### src/rtl/sklansky_wb_frontend.sv
// Wishbone slave front-end for a combinational Sklansky adder.
// Holds operands A/B and carry-in, and launches an add on START.
// After a fixed settle time it captures {cout,sum} into a result FIFO.
// Ports:
//   wb_clk_i, wb_rst_ni          clock, async active-low reset
//   wbs_*                        Wishbone slave (32-bit, byte addressed)
//   add_a_o/add_b_o/add_cin_o    operands driven to the adder
//   add_sum_i/add_cout_i         adder result
//   busy_o                       operation in flight
//   irq_o                        result FIFO non-empty (level)
module sklansky_wb_frontend #(
  parameter logic [31:0] BASE_ADDR  = 32'h3000_0000,
  parameter int unsigned WIDTH      = 16,
  parameter int unsigned FIFO_DEPTH = 4,
  parameter int unsigned ADD_LAT    = 1
) (
  input  logic             wb_clk_i,
  input  logic             wb_rst_ni,
  input  logic             wbs_stb_i,
  input  logic             wbs_cyc_i,
  input  logic             wbs_we_i,
  input  logic [3:0]       wbs_sel_i,
  input  logic [31:0]      wbs_adr_i,
  input  logic [31:0]      wbs_dat_i,
  output logic             wbs_ack_o,
  output logic [31:0]      wbs_dat_o,
  output logic [WIDTH-1:0] add_a_o,
  output logic [WIDTH-1:0] add_b_o,
  output logic             add_cin_o,
  input  logic [WIDTH-1:0] add_sum_i,
  input  logic             add_cout_i,
  output logic             busy_o,
  output logic             irq_o
);
  localparam int unsigned PW = $clog2(FIFO_DEPTH);
  localparam int unsigned CW = PW + 1;
  localparam int unsigned RW = WIDTH + 1;
  localparam int unsigned LW = $clog2(ADD_LAT + 1);

  typedef enum logic [1:0] {S_IDLE, S_RUN, S_CAPT} state_e;

  state_e            state_q;
  logic [LW-1:0]     cnt_q;
  logic [WIDTH-1:0]  op_a_q, op_b_q, op_a_d, op_b_d, add_a_q, add_b_q;
  logic              cin_q, cin_d, add_cin_q, err_q, busy_q, irq_q, ack_q;
  logic [31:0]       dat_q, rdata;
  logic [RW-1:0]     mem_q [FIFO_DEPTH];
  logic [PW-1:0]     wr_ptr_q, rd_ptr_q, wr_ptr_d, rd_ptr_d;
  logic [CW-1:0]     count_q, count_d;

  logic        hit, acc, wr, rd, start_req, clr, start_ok, start_bad;
  logic        busy_now, empty, full, push, pop;
  logic [2:0]  idx;
  logic [31:0] lane_mask;
  logic        unused_bits;

  // Bus decode
  assign hit       = (wbs_adr_i[31:5] == BASE_ADDR[31:5]);
  assign acc       = wbs_cyc_i & wbs_stb_i & hit & ~ack_q;
  assign wr        = acc & wbs_we_i;
  assign rd        = acc & ~wbs_we_i;
  assign idx       = wbs_adr_i[4:2];
  assign start_req = wr & (idx == 3'd2) & wbs_dat_i[0];
  assign clr       = wr & (idx == 3'd2) & wbs_dat_i[2];
  assign lane_mask = {{8{wbs_sel_i[3]}}, {8{wbs_sel_i[2]}},
                      {8{wbs_sel_i[1]}}, {8{wbs_sel_i[0]}}};
  assign unused_bits = ^{wbs_adr_i[1:0], wbs_dat_i};

  assign busy_now  = (state_q != S_IDLE);
  assign empty     = (count_q == '0);
  assign full      = (count_q == CW'(FIFO_DEPTH));
  assign start_ok  = start_req & ~busy_now & ~full;
  assign start_bad = start_req & (busy_now | full);
  assign pop       = rd & (idx == 3'd4) & ~empty;
  // A clear on the capture edge discards the result
  assign push      = (state_q == S_CAPT) & ~clr & (~full | pop);

  // Operand/CIN register next values with byte-lane merge
  always_comb begin
    op_a_d = op_a_q;
    op_b_d = op_b_q;
    cin_d  = cin_q;
    if (wr && idx == 3'd0)
      op_a_d = (op_a_q & ~WIDTH'(lane_mask)) | (WIDTH'(wbs_dat_i) & WIDTH'(lane_mask));
    if (wr && idx == 3'd1)
      op_b_d = (op_b_q & ~WIDTH'(lane_mask)) | (WIDTH'(wbs_dat_i) & WIDTH'(lane_mask));
    if (wr && idx == 3'd2)
      cin_d = wbs_dat_i[1];
  end

  // FIFO pointer/count next state
  always_comb begin
    wr_ptr_d = wr_ptr_q;
    rd_ptr_d = rd_ptr_q;
    count_d  = count_q;
    if (clr) begin
      wr_ptr_d = '0;
      rd_ptr_d = '0;
      count_d  = '0;
    end else begin
      if (push) wr_ptr_d = wr_ptr_q + PW'(1);
      if (pop)  rd_ptr_d = rd_ptr_q + PW'(1);
      case ({push, pop})
        2'b10:   count_d = count_q + CW'(1);
        2'b01:   count_d = count_q - CW'(1);
        default: count_d = count_q;
      endcase
    end
  end

  // Read data mux
  always_comb begin
    rdata = '0;
    case (idx)
      3'd0: rdata = 32'(op_a_q);
      3'd1: rdata = 32'(op_b_q);
      3'd3: rdata = {24'b0, cin_q, 3'(count_q), err_q, full, empty, busy_now};
      3'd4: rdata = empty ? 32'b0 : 32'(mem_q[rd_ptr_q]);
      default: rdata = '0;
    endcase
  end

  // Register file, FIFO and bus response
  always_ff @(posedge wb_clk_i or negedge wb_rst_ni) begin
    if (!wb_rst_ni) begin
      op_a_q   <= '0;
      op_b_q   <= '0;
      cin_q    <= 1'b0;
      err_q    <= 1'b0;
      wr_ptr_q <= '0;
      rd_ptr_q <= '0;
      count_q  <= '0;
      ack_q    <= 1'b0;
      dat_q    <= '0;
      irq_q    <= 1'b0;
      for (int i = 0; i < FIFO_DEPTH; i++) mem_q[i] <= '0;
    end else begin
      op_a_q   <= op_a_d;
      op_b_q   <= op_b_d;
      cin_q    <= cin_d;
      if (clr)            err_q <= 1'b0;
      else if (start_bad) err_q <= 1'b1;
      if (push) mem_q[wr_ptr_q] <= {add_cout_i, add_sum_i};
      wr_ptr_q <= wr_ptr_d;
      rd_ptr_q <= rd_ptr_d;
      count_q  <= count_d;
      ack_q    <= acc;
      dat_q    <= rd ? rdata : 32'b0;
      irq_q    <= (count_d != '0);
    end
  end

  // Operation sequencer: load operands, settle, capture
  always_ff @(posedge wb_clk_i or negedge wb_rst_ni) begin
    if (!wb_rst_ni) begin
      state_q   <= S_IDLE;
      cnt_q     <= '0;
      add_a_q   <= '0;
      add_b_q   <= '0;
      add_cin_q <= 1'b0;
      busy_q    <= 1'b0;
    end else begin
      case (state_q)
        S_IDLE: begin
          if (start_ok) begin
            state_q   <= S_RUN;
            cnt_q     <= LW'(ADD_LAT);
            add_a_q   <= op_a_q;
            add_b_q   <= op_b_q;
            add_cin_q <= cin_d;
            busy_q    <= 1'b1;
          end
        end
        S_RUN: begin
          if (cnt_q == '0) state_q <= S_CAPT;
          else             cnt_q   <= cnt_q - LW'(1);
        end
        S_CAPT: begin
          state_q <= S_IDLE;
          busy_q  <= 1'b0;
        end
        default: begin
          state_q <= S_IDLE;
          busy_q  <= 1'b0;
        end
      endcase
    end
  end

  assign wbs_ack_o = ack_q;
  assign wbs_dat_o = dat_q;
  assign add_a_o   = add_a_q;
  assign add_b_o   = add_b_q;
  assign add_cin_o = add_cin_q;
  assign busy_o    = busy_q;
  assign irq_o     = irq_q;

endmodule

### config.mk
export PLATFORM = sky130hd
export DESIGN_NAME = sklansky_wb_frontend
export DESIGN_NICKNAME = d
export VERILOG_FILES = /design/src/rtl/sklansky_wb_frontend.sv
export SDC_FILE = /design/constraint.sdc
export NUM_CORES = 1
export LEC_CHECK = 0
export ABC_AREA = 1
export BUFFER_PORTS_ARGS = -buffer_cell sky130_fd_sc_hd__buf_2
export CORE_ASPECT_RATIO = 2
export CORE_MARGIN = 8
export CORE_UTILIZATION = 49
export DETAILED_ROUTE_END_ITERATION = 8
export PLACE_DENSITY = 0.77
export SYNTH_ARGS = -nofsm -noshare
export SYNTH_HDL_FRONTEND = slang
export SYNTH_SLANG_ARGS = --single-unit
### constraint.sdc
create_clock -name wb_clk_i -period 2 [get_ports wb_clk_i]
set_input_delay 0.1 -clock wb_clk_i [delete_from_list [all_inputs] [get_ports wb_clk_i]]
set_output_delay 0.1 -clock wb_clk_i [all_outputs]
set_load 0.005 [all_outputs]
==> run metrics, run 1 <==
status complete, but fails checks; violated checks setup timing; aggregate global routing overflow 0; number of endpoints failing setup at the final stage 15; weighted congestion at the end of routability-driven global placement 0.853; Antenna Violating Nets Remaining 0; final worst hold slack 0.0110 ns; synthesized area between 7000 and 8000 um2; initial standard-cell utilization of the core 0.498; Yosys top cell area share 0.562; Worst Path Buf+Inv 2; buffers from clock root to sink, at most 2; number of antenna diodes 0; Final Critical Period ~2.2 ns; number of synthesized register bits 165; clock insertion delay at the later pin of the skew report ~0.43 ns; startpoint types flip-flop; Top Ports 158; Synth Area in Adders 0.00954; Area after DPL 8250 um2; worst setup path class reg -> reg; pin count of the biggest net entering global routing 65; Req. time, crit path 2.32 ns; endpoints failing hold 0; worst ir drop on vdd 0.500 mV; number of flops mapped to enable cells by yosys 0; setup TNS -0.428 ns; final number of max-transition violations 0; post-layout worst setup margin -0.151 ns; register clock-pin slew on the reported worst setup and hold paths 0.07 ns; first-pass detailed-route iteration total 5; Worst path max stage delay 0.54 ns; Die Outline Area 19400 um2; Post-Syn Instances 827; chip height 189 um; quantity of I/O buffers inserted on ports 122; detailed-route DRC error count 0; synthesized-area fraction occupied by xor and xnor cells 0; crit path max fanout 4; net count of the finished layout 1113; period utilization 1.08; share of cells above drive strength 1 0.259; buffer cell driving the clock tree root sky130_fd_sc_hd__clkbuf_16; wire length reported by the detailed router 21.5 mm; WL per Instance approximately 18 um; highest attainable clock frequency 465 MHz; Crit. End Element flip-flop; final cell count without fillers 1226; Final Cell Area approximately 9700 um2; Via-to-Cell Ratio 5.36; number of clock sinks approximately 170; CP arrival 2.47 ns; most frequent cells in the layout 170 x sky130_fd_sc_hd__nand2_1, 165 x sky130_fd_sc_hd__dfrtp_1, 121 x sky130_fd_sc_hd__buf_2; dominant combinational cell family by area after synthesis simple AND/OR/NAND/NOR gates; total via count in the routed design 6568; fraction of synthesized area in multiplexers 0.0179; cell leakage power 4.81 nW; TritonCTS clock tree done; most used flip-flop cell after synthesis sky130_fd_sc_hd__dfrtp_1; number of filler instances in the final layout 1136; compound-gate portion of the synthesized area 0.156; estimated wirelength of the detail-placed design roughly 13 mm; Die X between 100 and 150 um; commonest non-fill, non-tap cell in the layout sky130_fd_sc_hd__nand2_1; largest area contributor in the netlist sky130_fd_sc_hd__dfrtp_1; FP Rows 63; worst clock skew 0.0105 ns; worst relative slew slack 0.530; # Max-Cap Violations 0; number of antenna violations at the first check in global routing 0; Worst path top cell family by delay simple AND/OR/NAND/NOR gates; sequential share of the synthesized area 0.562; Post-Synth Simple-Gate Area 0.166; placed insts 1142; leading cell types by total area after synthesis sky130_fd_sc_hd__dfrtp_1 56%, sky130_fd_sc_hd__nand2_1 9.0%, sky130_fd_sc_hd__o21ai_0 5.7%; power per standard cell area 714 nW/um2; Inserted Clock Buffers 17; async set-or-reset flop fraction in the synthesized netlist 1.00; Warnings, synthesis 0; H-tree Lvls 4; Mean Syn Cell Area 8.88 um2; class of the most critical hold timing path in -> reg; worst-path cell with the longest stage delay sky130_fd_sc_hd__fa_2; first-pass GRT wire length 30.6 mm; Distinct cells, synth 37; detailed router's first-iteration violation count ~400; Floorplan Core Area 14700 um2; actual slew at the worst max-slew pin 0.705 ns; vias in the first global route 6409; RSZ-0062 raised after global routing yes; sequence of cells on the critical path nor2_1 -> nand2_1 -> nor2_2 -> nand2_2 -> nor2_4 -> nand3_2 -> inv_1 -> nand2_2 -> fa_2 -> nand2_2 -> nand3_2 -> nand2_1 -> inv_1 -> nand2_1; total global-route track usage 0.203; post-synthesis to final-layout area growth 32.0%
[layout make-up]
| type | instances | area (um2) | share of cell area |
|---|---|---|---|
| Inverter | 86 | 335 | 0.0346 |
| Tap cell | 195 | 244 | 0.0252 |
| Multi-Input combinational cell | 546 | 2910 | 0.300 |
| Timing Repair Buffer | 202 | 1490 | 0.153 |
| Sequential cell | 165 | 4130 | 0.426 |
| Clock buffer | 19 | 453 | 0.0467 |
| Clock inverter | 13 | 138 | 0.0142 |
[path summary, 6_finish.rpt]
| path | cells after the start | from | to | slack [ns] |
|---|---|---|---|---|
| worst min register to register | 1 | cnt_q | state_q[1] | 0.46 |
| worst max-delay path | 14 | wbs_ack_o | irq_o | -0.15 |
| worst min-delay path | 3 | wbs_sel_i[0] | flip-flop | 0.01 |
| worst max register to register | 14 | wbs_ack_o | irq_o | -0.15 |
| max in group asynchronous | 3 | wb_rst_ni | mem_q[33] | 1.06 |
| min in group asynchronous | 2 | wb_rst_ni | mem_q[11] | 0.22 |
[layer usage]
layer,vias to the layer above,share of wire,GRT usage
li1,3071,-,-
met4,0,0.051,0.0950
met2,285,0.56,0.367
met3,74,0.060,0.0342
met5,-,0,0
met1,3138,0.33,0.219
[worst register-to-register path: stages (launching register included)]
cell and delay, ns:
sky130_fd_sc_hd__dfrtp_1 0.37, sky130_fd_sc_hd__nor2_1 0.08, sky130_fd_sc_hd__nand2_1 0.06, sky130_fd_sc_hd__nor2_2 0.09, sky130_fd_sc_hd__nand2_2 0.08, sky130_fd_sc_hd__nor2_4 0.18
sky130_fd_sc_hd__nand3_2 0.10, sky130_fd_sc_hd__inv_1 0.12, sky130_fd_sc_hd__nand2_2 0.08, sky130_fd_sc_hd__fa_2 0.54, sky130_fd_sc_hd__nand2_2 0.08, sky130_fd_sc_hd__nand3_2 0.09
sky130_fd_sc_hd__nand2_1 0.07, sky130_fd_sc_hd__inv_1 0.07, sky130_fd_sc_hd__nand2_1 0.05
[per-stage QoR]
step | util | setup slack (ns) | power (mW)
global route | 0.658 | -0.331 | 7.13
detailed placement | 0.560 | -0.0606 | 3.69
global placement | 0.560 | -0.0260 | 3.69
finish | 0.658 | -0.151 | 6.92
CTS | 0.623 | -0.0702 | 6.94
floorplan | - | -0.0530 | 3.53
[report_power, final]
part | internal, mW | leakage [nW] | switching [mW] | total [mW]
clock | 1.82 | 0.285 | 1.41 | 3.23
sequential | 3.35 | 2.26 | 0.00984 | 3.36
combinational | 0.133 | 2.26 | 0.194 | 0.326
total | 5.30 | 4.81 | 1.62 | 6.92
[kinds of logic (layout without fill, tap and decap cells)]
family,Yosys count,in the layout
simple gates,291,298
compound gates,219,219
flops,165,165
buf+inv,137,320
mux,9,9
fa+ha+maj,5,5
other cells,1,15
[synthesized netlist by cell type, types with 2 or more instances]
| library cell | instances |
|---|---|
| sky130_fd_sc_hd__nand2_1 | 177 |
| sky130_fd_sc_hd__dfrtp_1 | 165 |
| sky130_fd_sc_hd__inv_1 | 84 |
| sky130_fd_sc_hd__o21ai_0 | 83 |
| sky130_fd_sc_hd__o21ai_1 | 78 |
| sky130_fd_sc_hd__nor2_1 | 74 |
| sky130_fd_sc_hd__o22ai_1 | 28 |
| sky130_fd_sc_hd__a21oi_1 | 23 |
| sky130_fd_sc_hd__clkbuf_1 | 21 |
| sky130_fd_sc_hd__buf_4 | 15 |
| sky130_fd_sc_hd__nand3_1 | 14 |
| sky130_fd_sc_hd__buf_6 | 9 |
| sky130_fd_sc_hd__mux2_4 | 8 |
| sky130_fd_sc_hd__buf_2 | 5 |
| sky130_fd_sc_hd__a31oi_1 | 4 |
| sky130_fd_sc_hd__ha_1 | 4 |
| sky130_fd_sc_hd__nand2_4 | 4 |
| sky130_fd_sc_hd__nor3_1 | 4 |
| sky130_fd_sc_hd__nor4_1 | 4 |
| sky130_fd_sc_hd__nand2_2 | 3 |
| sky130_fd_sc_hd__nand4_1 | 3 |
| sky130_fd_sc_hd__nand3_2 | 2 |
[what timing repair did]
| item | in CTS | in global routing |
|---|---|---|
| endpoints found under the setup margin | 54 | 98 |
| endpoints found under the hold margin | 149 | 0 |
| hold buffers | 33 | 0 |
| buffers inserted | 1 | 7 |
| cloned | 0 | 11 |
| gates resized for setup | 0 | 69 |
| pin swaps | 2 | 6 |
(Power assumes the default switching activity.)
==> inputs of run 2 (changes only) <==
--- a/config.mk
+++ b/config.mk
@@ -12,6 +12,7 @@
 export CORE_UTILIZATION = 49
 export DETAILED_ROUTE_END_ITERATION = 8
 export PLACE_DENSITY = 0.77
+export SKIP_LAST_GASP = 1
 export SYNTH_ARGS = -nofsm -noshare
 export SYNTH_HDL_FRONTEND = slang
 export SYNTH_SLANG_ARGS = --single-unit
==> run 2 against run 1 <==
The flow still finishes with violations (setup timing). Via count fell by 0.23%. First-iteration DRC count is 3.3% higher. Setup slack worse by 0.0073 ns. Critical endpoint unchanged.
==> run metrics, run 2 (same netlist as run 1, synthesis figures left out) <==
startpoint types flip-flop; total global-route track usage 0.203; initial standard-cell utilization of the core 0.498; final number of max-transition violations 0; period utilization 1.08; number of antenna diodes 0; actual slew at the worst max-slew pin 0.728 ns; register clock-pin slew on the reported worst setup and hold paths approximately 0.070 ns; pin count of the biggest net entering global routing 65; Via-to-Cell Ratio approximately 5.3; Worst path top cell family by delay simple AND/OR/NAND/NOR gates; setup TNS -0.499 ns; worst-path cell with the longest stage delay sky130_fd_sc_hd__fa_2; share of cells above drive strength 1 0.257; Seq pwr share 0.486; part of the power in combinational logic 0.047; total via count in the routed design 6553; FP Rows 63; net load switching power 1.62 mW; sequence of cells on the critical path nor2_1 -> nand2_1 -> nor2_2 -> nand2_2 -> nor2_4 -> nand3_2 -> inv_1 -> nand2_2 -> fa_2 -> nand2_2 -> nand3_2 -> nand2_1 -> inv_1 -> nand2_1; placed insts 1142; post-layout worst setup margin -0.158 ns; estimated wirelength of the detail-placed design 13.3 mm; H-tree Lvls 4; worst reg-to-reg setup slack -0.16 ns; worst relative slew slack 0.515; cell leakage power 4.80 nW; number of endpoints failing setup at the final stage 20; Area after DPL 8250 um2; worst setup path class reg -> reg; violated checks setup timing; proportion of power drawn by the clock network 0.467; # Max-Cap Violations 0; class of the most critical hold timing path in -> reg; first-pass detailed-route iteration total 6; number of clock sinks 165; highest attainable clock frequency 463 MHz; TritonCTS clock tree done; Die X roughly 100 um; commonest non-fill, non-tap cell in the layout sky130_fd_sc_hd__nand2_1; Final Cell Area 9680 um2; buffer cell driving the clock tree root sky130_fd_sc_hd__clkbuf_16; Net Sw Frac 0.234; first-pass GRT wire length 30.6 mm; internal cell power 5.30 mW; Crit. End Element flip-flop; weighted congestion at the end of routability-driven global placement 0.853; Overall Power 6.92 mW; core utilization of the finished layout 0.657; setup slack at placement -0.0606 ns; clock insertion delay at the later pin of the skew report 0.43 ns; Inserted Clock Buffers 17; RSZ-0062 raised after global routing yes; Antenna Violating Nets Remaining 0; power per standard cell area 715 nW/um2; post-synthesis to final-layout area growth 31.8%; net count of the finished layout around 1100; most frequent cells in the layout 170 x sky130_fd_sc_hd__nand2_1, 165 x sky130_fd_sc_hd__dfrtp_1, 121 x sky130_fd_sc_hd__buf_2; Worst path max stage delay between 0.5 and 0.6 ns; number of antenna violations at the first check in global routing 0; worst ir drop on vdd 0.500 mV; WL per Instance 17.6 um; Final Critical Period 2.16 ns; Die Outline Area between 15000 and 20000 um2; detailed router's first-iteration violation count around 410; wire length reported by the detailed router 21.6 mm; chip height 189 um; final cell count without fillers 1226; vias in the first global route 6409; quantity of I/O buffers inserted on ports 122; Floorplan Core Area 14700 um2; final worst hold slack 0.0271 ns; endpoints failing hold 0; worst clock skew 0.0109 ns; detailed-route DRC error count 0; Worst Path Buf+Inv 2; Top Ports 158; aggregate global routing overflow 0; buffers from clock root to sink, at most 2; crit path max fanout 4; Req. time, crit path 2.32 ns; CP arrival 2.48 ns; status complete, but fails checks
[run 2: cell count changes in the layout (fill, tap and decap cells not counted)]
cell / change
sky130_fd_sc_hd__nand3_2: -1
sky130_fd_sc_hd__buf_4: +2
sky130_fd_sc_hd__nand3_1: +1
sky130_fd_sc_hd__o21ai_2: -1
sky130_fd_sc_hd__o21ai_1: -2
sky130_fd_sc_hd__o21ai_0: +3
sky130_fd_sc_hd__buf_6: -2
[run 2: layer usage]
layer / vias up / track usage / wire [um]
li1: 3076 / - / -
met1: 3153 / 0.219 / 7320
met2: 251 / 0.367 / 12000
met3: 73 / 0.0342 / 1190
met4: 0 / 0.0950 / 1090
met5: - / 0 / 0
[run 2: worst min-delay path, cell delays in order]
cell,delay [ns]
sky130_fd_sc_hd__buf_2,0.12
sky130_fd_sc_hd__nand3_2,0.11
sky130_fd_sc_hd__o21ai_0,0.08
[run 2: worst paths after layout]
path / from / end / depth (start not counted)
max reg2reg: wbs_ack_o / irq_o / 14
min: wbs_sel_i[1] / flip-flop / 3
min reg2reg: cnt_q / state_q[1] / 1
max: wbs_ack_o / irq_o / 14
min in group asynchronous: wb_rst_ni / mem_q[11] / 2
max in group asynchronous: wb_rst_ni / mem_q[33] / 3
[run 2: cell type report]
type / instances / area, um2
clock inverter: 13 / 138
inverter: 86 / 335
fill: 1140 / 5060
timing repair buffer: 202 / 1480
sequential: 165 / 4130
clock buffer: 19 / 453
multi-input combinational: 546 / 2900
tap: 195 / 244
[run 2: what timing repair did]
action                                 in CTS  in global routing
hold buffers                               33                  0
cloned                                      0                 11
resized for setup                           0                 62
endpoints found under the hold margin     149                  0
pin swaps                                   2                  6
setup endpoints to repair                  54                 98
buffers inserted                            1                  7
[run 2: power by group through the flow]
stage               clock [mW]  combinational [mW]  sequential, mW
global route              3.41               0.366            3.36
detailed placement           0               0.268            3.43
global placement             0               0.264            3.43
finish                    3.23               0.326            3.36
CTS                       3.26               0.319            3.36
floorplan                    0               0.105            3.42
==> inputs of run 3 (changes only) <==
--- a/config.mk
+++ b/config.mk
@@ -11,7 +11,7 @@
 export CORE_MARGIN = 8
 export CORE_UTILIZATION = 49
 export DETAILED_ROUTE_END_ITERATION = 8
-export PLACE_DENSITY = 0.77
+export PLACE_DENSITY = 0.76
 export SKIP_LAST_GASP = 1
 export SYNTH_ARGS = -nofsm -noshare
 export SYNTH_HDL_FRONTEND = slang
==> run 3 against run 2 <==
Global-route usage down 0.17 points. First-iteration DRC count is 7.6% lower. Sequential cell count stayed put. Sequential share of layout area is 1.0 points higher. Critical path depth rose by 2. Clock-buffer cell count fell by 1. Largest power group unchanged. Clock power rose by 2%. Die area stayed put. The flow still finishes with violations (setup timing). Via count down 1.9%. Sequential power hardly changed. Non-clock buffer count decreased by 8. Worst hold slack got worse by 0.013 ns.
==> run metrics, run 3 (same netlist as run 1, synthesis figures left out) <==
register clock-pin slew on the reported worst setup and hold paths approximately 0.07 ns; aggregate global routing overflow 0; number of antenna violations at the first check in global routing 0; H-tree Lvls 4; commonest non-fill, non-tap cell in the layout sky130_fd_sc_hd__nand2_1; Overall Power 6.99 mW; Via-to-Cell Ratio 5.29; Top Ports around 160; first-pass detailed-route iteration total 5; worst ir drop on vdd 0.527 mV; net count of the finished layout 1102; pin count of the biggest net entering global routing 66; # Max-Cap Violations 0; total global-route track usage 0.201; number of antenna diodes 0; highest attainable clock frequency 480 MHz; total via count in the routed design about 6400; startpoint types flip-flop; CP arrival 2.44 ns; post-synthesis to final-layout area growth 28.7%; power per standard cell area 740 nW/um2; Worst path top cell family by delay simple AND/OR/NAND/NOR gates; Area after DPL 8230 um2; worst setup path class reg -> reg; final number of max-transition violations 0; WL per Instance 16.8 um; buffers from clock root to sink, at most 2; buffer cell driving the clock tree root sky130_fd_sc_hd__clkbuf_16; core utilization of the finished layout 0.641; actual slew at the worst max-slew pin about 0.52 ns; placed insts approximately 1100; chip height 189 um; wire length reported by the detailed router slightly above 20 mm; Crit. End Element flip-flop; most numerous cell on the critical path sky130_fd_sc_hd__nand2_1; most frequent cells in the layout 172 x sky130_fd_sc_hd__nand2_1, 165 x sky130_fd_sc_hd__dfrtp_1, 121 x sky130_fd_sc_hd__buf_2; estimated wirelength of the detail-placed design 13.2 mm; clock insertion delay at the later pin of the skew report 0.43 ns; Floorplan Core Area approximately 15000 um2; quantity of I/O buffers inserted on ports 122; sequence of cells on the critical path nor2_1 -> nand2_1 -> nor2_1 -> nand2_2 -> nor2_4 -> nand4_4 -> nand2_2 -> nand2_2 -> fa_2 -> inv_1 -> nand2_1 -> nand2_1 -> nand2_1 -> nand2_1 -> nand3_2 -> nand2_1; weighted congestion at the end of routability-driven global placement approximately 0.83; worst relative slew slack 0.651; worst-path cell with the longest stage delay sky130_fd_sc_hd__dfrtp_1; TritonCTS clock tree done; post-layout worst setup margin -0.0815 ns; detailed router's first-iteration violation count 376; cell leakage power about 4.7 nW; status complete, but fails checks; Inserted Clock Buffers 17; Die Outline Area 19400 um2; FP Rows 63; setup TNS -0.735 ns; number of clock sinks 165; worst clock skew 0.00759 ns; detailed-route DRC error count 0; final worst hold slack 0.0138 ns; Final Critical Period 2.08 ns; final cell count without fillers 1215; first-pass GRT wire length 30.4 mm; vias in the first global route 6298; Antenna Violating Nets Remaining 0; share of cells above drive strength 1 0.229; violated checks setup timing; Worst path max stage delay 0.38 ns; setup slack at placement -0.0586 ns; number of endpoints failing setup at the final stage 30; endpoints failing hold 0; RSZ-0062 raised after global routing yes; Worst Path Buf+Inv 1; crit path max fanout 4; period utilization 1.04; Req. time, crit path between 2 and 2.5 ns; initial standard-cell utilization of the core 0.498; Final Cell Area 9450 um2; Die X 103 um; class of the most critical hold timing path in -> reg
[run 3: final timing paths]
| check | start | to | slack [ns] | depth (start not counted) |
|---|---|---|---|---|
| max | wbs_ack_o | irq_o | -0.08 | 16 |
| min | add_sum_i[6] | mem_q[40] | 0.01 | 3 |
| max reg2reg | wbs_ack_o | irq_o | -0.08 | 16 |
| min reg2reg | cnt_q | state_q[1] | 0.45 | 1 |
| max in group asynchronous | wb_rst_ni | cnt_q | 1.06 | 3 |
| min in group asynchronous | wb_rst_ni | mem_q[9] | 0.20 | 2 |
[run 3: cell type report]
cell class	count	area [um2]
fillers	1215	5290
flip-flops and latches	165	4130
multi-input cells	543	2790
repair buffers	194	1350
clock buffers	18	439
inverters	86	335
well taps	195	244
clock inverters	14	161
[run 3: what timing repair did]
item / CTS / global route
pin swaps: 1 / 11
hold endpoints to repair: 138 / 0
gates resized for setup: 2 / 33
gates cloned: 0 / 6
hold buffers: 31 / 0
buffers inserted: 1 / 9
setup endpoints to repair: 48 / 104
[run 3: where the power goes]
part           internal (mW)  switching (mW)
Clock                   1.82            1.50
Combinational          0.128           0.186
Sequential              3.35         0.00949
[run 3: metal layers]
metal | global-route usage | up-vias | wire length, um
met4 | 0.0990 | 0 | 747
met1 | 0.221 | 3093 | 7280
met5 | 0 | - | 0
met3 | 0.0390 | 52 | 1140
met2 | 0.353 | 242 | 11200
li1 | - | 3042 | -
[run 3: tightest hold or removal path, delay by kind of cell]
| family | cells | cell delay, ns |
|---|---|---|
| compound gates | 1 | 0.13 |
| buf+inv | 2 | 0.18 |
